===== src/rtl/word_sched_pkg.sv =====
// Shared state encoding and display word codes for word_scheduler.
// WORD_SCHED_BLANK_GAP_EN adds the GAP state to the enum.
package word_sched_pkg;

  typedef enum logic [1:0] {
    ST_IDLE = 2'd0,
    ST_SHOW = 2'd1
`ifdef WORD_SCHED_BLANK_GAP_EN
    , ST_GAP = 2'd2
`endif
  } state_e;

  localparam logic [1:0] WORD_PLAY  = 2'd0;
  localparam logic [1:0] WORD_LIVE  = 2'd1;
  localparam logic [1:0] WORD_DEAD  = 2'd2;
  localparam logic [1:0] WORD_BLANK = 2'd3;

endpackage


===== src/rtl/tick_gen.sv =====
// Prescaler: emits a one-cycle tick every DIV enabled cycles; clr_i restarts the count.
module tick_gen #(
  parameter int unsigned DIV = 4
) (
  input  logic clk,
  input  logic rst_n,
  input  logic clr_i,
  input  logic en_i,
  output logic tick_o
);

  localparam int unsigned   CW   = (DIV > 1) ? $clog2(DIV) : 1;
  localparam logic [CW-1:0] LAST = CW'(DIV - 1);

  logic [CW-1:0] cnt_q, cnt_d;

  assign tick_o = en_i && (cnt_q == LAST);

  always_comb begin
    cnt_d = cnt_q;
    if (clr_i) begin
      cnt_d = '0;
    end else if (en_i) begin
      cnt_d = (cnt_q == LAST) ? '0 : cnt_q + CW'(1);
    end
  end

  always_ff @(posedge clk or negedge rst_n) begin
    if (!rst_n) begin
      cnt_q <= '0;
    end else begin
      cnt_q <= cnt_d;
    end
  end

endmodule


===== src/rtl/word_scheduler.sv =====
// Round-robin word display scheduler: shows each granted word for HOLD_TICKS ticks.
// Define WORD_SCHED_BLANK_GAP_EN to insert GAP_TICKS blank ticks after every word.
module word_scheduler
  import word_sched_pkg::*;
#(
  parameter int unsigned NUM_REQ    = 3,
  parameter int unsigned TICK_DIV   = 25_000_000,
  parameter int unsigned HOLD_TICKS = 4,
  parameter int unsigned GAP_TICKS  = 1
) (
  input  logic               clk,
  input  logic               rst_n,
  input  logic [NUM_REQ-1:0] req,
  output logic [1:0]         word_sel,
  output logic [NUM_REQ-1:0] grant,
  output logic               busy,
  output logic               done
);

  localparam int unsigned  PW     = $clog2(NUM_REQ);
  localparam logic [PW:0]  NREQ_W = (PW + 1)'(NUM_REQ);
`ifdef WORD_SCHED_BLANK_GAP_EN
  localparam int unsigned  TERM   = (HOLD_TICKS > GAP_TICKS) ? HOLD_TICKS : GAP_TICKS;
`else
  localparam int unsigned  TERM   = HOLD_TICKS;
`endif
  localparam int unsigned  TW        = (TERM > 1) ? $clog2(TERM) : 1;
  localparam logic [TW-1:0] HOLD_LAST = TW'(HOLD_TICKS - 1);
`ifdef WORD_SCHED_BLANK_GAP_EN
  localparam logic [TW-1:0] GAP_LAST  = TW'(GAP_TICKS - 1);
`endif

  state_e          state_q, state_d;
  logic [PW-1:0]   ptr_q, ptr_d;
  logic [PW-1:0]   cur_q, cur_d;
  logic [TW-1:0]   tk_q, tk_d;
  logic [TW-1:0]   phase_last;
  logic            tick, phase_end, tick_clr, show;
  logic            found, take;
  logic [PW-1:0]   win;
  logic [PW:0]     idx, nxt;

  tick_gen #(
    .DIV (TICK_DIV)
  ) u_tick_gen (
    .clk    (clk),
    .rst_n  (rst_n),
    .clr_i  (tick_clr),
    .en_i   (busy),
    .tick_o (tick)
  );

  // Round-robin search from ptr_q upward with wrap; first asserted bit wins.
  always_comb begin
    found = 1'b0;
    win   = '0;
    idx   = '0;
    for (int unsigned k = 0; k < NUM_REQ; k++) begin
      idx = {1'b0, ptr_q} + (PW + 1)'(k);
      if (idx >= NREQ_W) idx = idx - NREQ_W;
      if (!found && req[idx[PW-1:0]]) begin
        found = 1'b1;
        win   = idx[PW-1:0];
      end
    end
    nxt = {1'b0, win} + (PW + 1)'(1);
    if (nxt == NREQ_W) nxt = '0;
  end

  always_comb begin
    phase_last = HOLD_LAST;
`ifdef WORD_SCHED_BLANK_GAP_EN
    if (state_q == ST_GAP) phase_last = GAP_LAST;
`endif
  end

  assign phase_end = tick && (tk_q == phase_last);
  // Counters sit cleared in IDLE, so every phase starts from zero.
  assign tick_clr  = (state_q == ST_IDLE) || phase_end;

  always_comb begin
    tk_d = tk_q;
    if (tick_clr) begin
      tk_d = '0;
    end else if (tick) begin
      tk_d = tk_q + TW'(1);
    end
  end

  always_comb begin
    state_d = state_q;
    cur_d   = cur_q;
    ptr_d   = ptr_q;
    take    = 1'b0;
    case (state_q)
      ST_IDLE: take = found;
      ST_SHOW: begin
        if (phase_end) begin
`ifdef WORD_SCHED_BLANK_GAP_EN
          state_d = ST_GAP;
`else
          take = found;
          if (!found) state_d = ST_IDLE;
`endif
        end
      end
`ifdef WORD_SCHED_BLANK_GAP_EN
      ST_GAP: begin
        if (phase_end) begin
          take = found;
          if (!found) state_d = ST_IDLE;
        end
      end
`endif
      default: state_d = ST_IDLE;
    endcase
    if (take) begin
      state_d = ST_SHOW;
      cur_d   = win;
      ptr_d   = nxt[PW-1:0];
    end
  end

  always_ff @(posedge clk or negedge rst_n) begin
    if (!rst_n) begin
      state_q <= ST_IDLE;
      ptr_q   <= '0;
      cur_q   <= '0;
      tk_q    <= '0;
    end else begin
      state_q <= state_d;
      ptr_q   <= ptr_d;
      cur_q   <= cur_d;
      tk_q    <= tk_d;
    end
  end

  assign show     = (state_q == ST_SHOW);
  assign busy     = (state_q != ST_IDLE);
  assign done     = show && phase_end;
  assign word_sel = show ? (WORD_PLAY + 2'(cur_q)) : WORD_BLANK;
  assign grant    = show ? (NUM_REQ'(1) << cur_q) : '0;

endmodule


===== config.mk =====
export PLATFORM = sky130hd
export DESIGN_NAME = word_scheduler
export DESIGN_NICKNAME = d
export VERILOG_FILES = /design/src/rtl/word_sched_pkg.sv /design/src/rtl/tick_gen.sv /design/src/rtl/word_scheduler.sv
export SDC_FILE = /design/constraint.sdc
export NUM_CORES = 1
export LEC_CHECK = 0
export ABC_CLOCK_PERIOD_IN_PS = 2580
export CAP_MARGIN = 20
export CORE_ASPECT_RATIO = 1.25
export CORE_MARGIN = 2
export CORE_UTILIZATION = 53
export DETAILED_ROUTE_END_ITERATION = 12
export PLACE_DENSITY = 0.81
export REMOVE_ABC_BUFFERS = 1
export SETUP_SLACK_MARGIN = 0.02
export SYNTH_ARGS = -nofsm -noshare
export SYNTH_HDL_FRONTEND = slang
export SYNTH_HIERARCHICAL = 1
export SYNTH_SLANG_ARGS = --single-unit

===== constraint.sdc =====
create_clock -name clk -period 2.58 [get_ports clk]
set_input_delay 0.387 -clock clk [delete_from_list [all_inputs] [get_ports clk]]
set_output_delay 0.387 -clock clk [all_outputs]
set_load 0.005 [all_outputs]

; Word level (Yosys, flattened, before mapping)
; Cells that the tools add are included.
[totals]
reg_bits = 33
input_bits = 5
elab_cells = 69
[op_classes]
n_eq_ne = 7
shifts = 1
mux = 29
reduce_logical = 13
n_addsub = 8
n_lt_le_gt_ge = 6
[ops]
columns = operator, n
row1 = 2-to-1 mux 25 bit, 3
row2 = 2-to-1 mux 2 bit, 13
row3 = "adder 25 x 1 -> 25 bit, second input constant", 1
row4 = "equality test 25 bit, second input constant", 1
row5 = "< comparator 2 x 3 -> 1 bit, second input constant", 3
row6 = 2-to-1 mux 1 bit, 7
row7 = "adder 2 x 1 -> 3 bit, second input constant", 2
row8 = binary-select mux 1 bit (select 2 bit), 3
row9 = "greater-or-equal comparator 3 x 2 -> 1 bit, second input constant", 2
row10 = "inequality test 3 x 2 -> 1 bit, second input constant", 2
row11 = nonzero test 2 bit, 3
row12 = "subtractor 2 bit, second input constant", 3
row13 = logical AND 1 bit, 5
row14 = case mux 2 bit (2 select lines), 1
row15 = "adder 2 x 2 -> 3 bit, second input constant", 1
row16 = "equality test 3 x 2 -> 1 bit, second input constant", 1
row17 = 2-to-1 mux 3 bit, 1
row18 = AND reduction 3 bit, 1
row19 = "<< shifter 1 x 2 -> 3 bit, first input constant", 1
row20 = "adder 2 x 1 -> 2 bit, second input constant", 1
row21 = "equality test 2 x 1 -> 1 bit, second input constant", 1
row22 = "equality test 2 bit, second input constant", 1
row23 = "greater-or-equal comparator 2 bit, second input constant", 1
row24 = zero test 1 bit, 2
row25 = 4 further kinds, 4

; Depth between registers and ports, before layout
[logic_depth]
ltp_word = 15
depth_mapped = 12
depth_no_buf = 12

; Hierarchy
; The synthesis kept the hierarchy.
[modules_own_cells]
columns = mod, area_each_um2, n_inst, cells_each
row1 = tick_gen, 1508.9, 1, 169
row2 = word_scheduler, 521.8, 1, 57

; Worst setup path before layout
; OpenSTA, ideal clock, no wires.
[synth_path]
kind = reg2reg
start = reg u_tick_gen.cnt_q[15]
end = reg u_tick_gen.cnt_q[13]
arrival_ps = 2621
setup_time_ps = 137
t_required_ps = 2443
path_slack_ps = -177
stages_incl_launch_ff = 11
path_buffers = 3
cell_sequence = dfrtp_1 > buf_6 > or4_4 > nor4_4 > and3_2 > nand2_1 > and2_1 > inv_1 > clkbuf_1 > clkbuf_1 > o32ai_1
[synth_between]
elab_chain_cells = 5
[synth_lines]
columns = element, line
row1 = from (decl), tick_gen.sv:15  ; logic [CW-1:0] cnt_q, cnt_d;
row2 = from (signal assigned), tick_gen.sv:32  ; cnt_q <= cnt_d;
row3 = equality test 25 bit (*), tick_gen.sv:17  ; assign tick_o = en_i && (cnt_q == LAST);
row4 = logical AND 1 bit (*), tick_gen.sv:17
row5 = via tick, word_scheduler.sv:38  ; logic tick, phase_end, tick_clr, show;
row6 = logical AND 1 bit (*), word_scheduler.sv:77  ; assign phase_end = tick && (tk_q == phase_last);
row7 = logical OR 1 bit (*), word_scheduler.sv:79  ; assign tick_clr = (state_q == ST_IDLE) || phase_end;
row8 = via tick_clr, word_scheduler.sv:38
row9 = 2-to-1 mux 25 bit / nonzero test 2 bit (equally long branches), -
; Mark *: on every way through the listed nets, which the timed path passes. The rest lies on a longest branch. The select of a mux whose other input is x is not followed.
; A chain may end at the register's enable or synchronous reset.

; Final worst setup path
[layout_path]
start = reg u_tick_gen.cnt_q[15]
end = reg u_tick_gen.cnt_q[16]
; The elaborated chain is that of the path after synthesis.

==> metrics.cfg <==
[cts]
cts_buffer_depth=2
root_buffer=clkbuf_8
clk_pin_slew_ns=0.07
clock_sinks=32
clock_latency_ns=0.28
htree_levels=2
cts_tree=done
postCtsHoldBufs=0
cts_buffers=5

[sta]
whs_ns=0.495
hold_viol=0
slew_headroom_pct=56.3
fin_setup_tns_ns=0
rsz0062_at_grt=yes
fmax_ghz=0.396
max_slew.worst_pin.slew_ns=0.655
final_max_slew_viol_count=0
finClkSkew_ns=0.00323
setup_violations=0
fin_crit_sh_pct=97.9
fin_crit_ns=2.53

[yosys]
synth_area_leaders=dfrtp_1 (39%), nor2_1 (5.7%), nand4_1 (4.0%)
yosysWarnings=6
ys_seq_elements=32
synth_cells=226
async_reset_ff_share_pct=100
yosysTopAreaCell=dfrtp_1
ys_seq_area_share_pct=39.4
netlist_area_um2=2030
synth_edf_count=0
yosys.cell_types.count=54
postSynth.topFlopCell=dfrtp_1
avgSynthCellArea_um2=8.99
yosys.area.top_type_share_pct=39.4

[status]
status=finished clean

[min_path]
hold_path_class=input pin to async pin

[power]
p_leak_nw=1.07
p_per_area_nw_per_um2=444
ir_drop_mv=0.215
power_w=0.00110

[place]
gp_congestion=0.889
dp_hpwl_um=3390
io_buffers=11

[drt]
ant_nets=0
firstDrtPassIters=4
viasPerCell=6.28
drtIter0Drc=152
wirelength_um=5020
avgRoutedWirePerCell_um=16.8
routed-via-count=1877
drc=0

[grt]
grt_pass1_vias=1840
overflow=0
antenna_found_initial=0
grt_pass1_wl_um=8160
grt_usage_pct=24.5
grt_max_degree=33

[final_layout]
area.growth.synth_to_final_pct=21.5
post_route_cells_drive_above_1_share_pct=20.1
nNetsFinal=268
diodes=0

[die]
die_width_um=59.4
boundaryPins=12
core_area_um2=3720
placementRows=25
fp.dieArea_um2=4350
fp.dieH_um=73.2
initial_core_util_pct=54.6

[run]
maxCapViolCount=0

[critical_path]
cp-start-kind=flip-flop
arrival_ns=2.69
required_ns=2.75
rrSetupSlack_ns=0.05
path_class=flip-flop to flip-flop
crit_fanout=4
crit_path_end_kind=flip-flop

final timing paths:
| path | start | to | depth (start not counted) |
|---|---|---|---|
| max reg2reg | u_tick_gen/cnt_q[15] | u_tick_gen/cnt_q[16] | 12 |
| max in group asynchronous | rst_n | u_tick_gen/cnt_q[18] | 2 |
| min | rst_n | u_tick_gen/cnt_q[2] | 2 |
| min in group clk | tk_q[1] | tk_q[1] | 2 |
| max | u_tick_gen/cnt_q[15] | u_tick_gen/cnt_q[16] | 12 |
| min reg2reg | tk_q[1] | tk_q[1] | 2 |
through the flow:
step	util [%]	worst slack, ns	area [um^2]	cells
after floorplan	-	-0.385	1970	219
after global placement	61.0	0.124	2270	287
after detailed placement	61.0	0.0572	2270	287
after CTS	64.9	0.0440	2420	297
after global routing	66.3	-0.0451	2470	299
final	66.3	0.0541	2470	299
routing by layer:
| metal | wire [um] | track usage [%] |
|---|---|---|
| met5 | 0 | 0 |
| met4 | 90 | 12.4 |
| met2 | 2690 | 41.8 |
| met1 | 2070 | 28.9 |
| met3 | 173 | 4.26 |
what timing repair did:
| item | CTS | global route |
|---|---|---|
| buffers inserted | 2 | 2 |
| gates resized for setup | 2 | 10 |
| endpoints found under the setup margin | 5 | 14 |
| pin swaps | 2 | 6 |
power breakdown:
| part | leakage (nW) | switching, W | internal, W |
|---|---|---|---|
| sequential | 0.415 | 0.00000188 | 0.000504 |
| clock | 0.0645 | 0.000182 | 0.000341 |
| combinational | 0.593 | 0.0000395 | 0.0000280 |
layout make-up:
class	instances	area (um^2)
Fill cell	289	1250
Multi-Input combinational cell	175	1160
Sequential cell	32	801
Timing Repair Buffer	32	280
Clock buffer	7	96.3
Tap cell	40	50.0
Inverter	12	47.5
Clock inverter	1	30.0
state kept, by name, indices dropped and copies added (netlist names):
| name | count |
|---|---|
| u_tick_gen/cnt_q | 25 |
| ptr_q | 2 |
| cur_q | 2 |
| tk_q | 2 |
| state_q | 1 |
kinds of logic after synthesis:
logic type / count (synthesis) / synth area share, %
buf+inv: 19 / 5.11
simple gates: 113 / 30.6
flops: 32 / 39.4
compound gates: 39 / 13.4
mux: 6 / 3.20
xor+xnor: 12 / 5.18
fa+ha+maj: 5 / 3.08
cell usage in the layout, fill, tap and decap left out, types with 3 or more instances in the layout:
cell and count:
a22oi_1 3, a21oi_1 10, nand3_1 13, clkdlybuf4s50_1 10
or3_1 4, or2_2 3, nand2_1 18, nand4_1 13
buf_4 20, nor2_1 29, xnor2_1 5, inv_1 10
o21ai_0 6, clkbuf_8 7, dfrtp_1 32, and3_1 4
xor2_1 7, ha_1 5, nor4_1 3
synthesized netlist by cell type, types with 2 or more instances:
cell type  instances
dfrtp_1           32
nor2_1            31
nand2_1           18
nand3_1           13
nand4_1           13
inv_1             11
a21oi_1           10
xor2_1             7
o21ai_0            6
ha_1               5
xnor2_1            5
and3_1             4
or3_1              4
a22oi_1            3
buf_6              3
clkbuf_1           3
nor3_1             3
nor4_1             3
or2_2              3
a21o_2             2
a31o_1             2
a31oi_1            2
a32o_1             2
and2_1             2
mux2_1             2
mux2_2             2
mux2i_1            2
nand2b_1           2
nand4b_1           2
nor4_2             2
o211ai_1           2
o32ai_1            2
or4_1              2
worst max-delay path, cell delays in order, from the launching register on:
cell and delay [ns]:
dfrtp_1 0.38, or4_4 0.55, nor4_4 0.26, and3_4 0.22, buf_4 0.10, nand2_1 0.07
and2_4 0.18, inv_4 0.07, nor2_2 0.07, nor2_2 0.13, nand4_1 0.13, xor2_1 0.19
nor2_1 0.06
No activity file was read; power rests on OpenSTA's default activity.
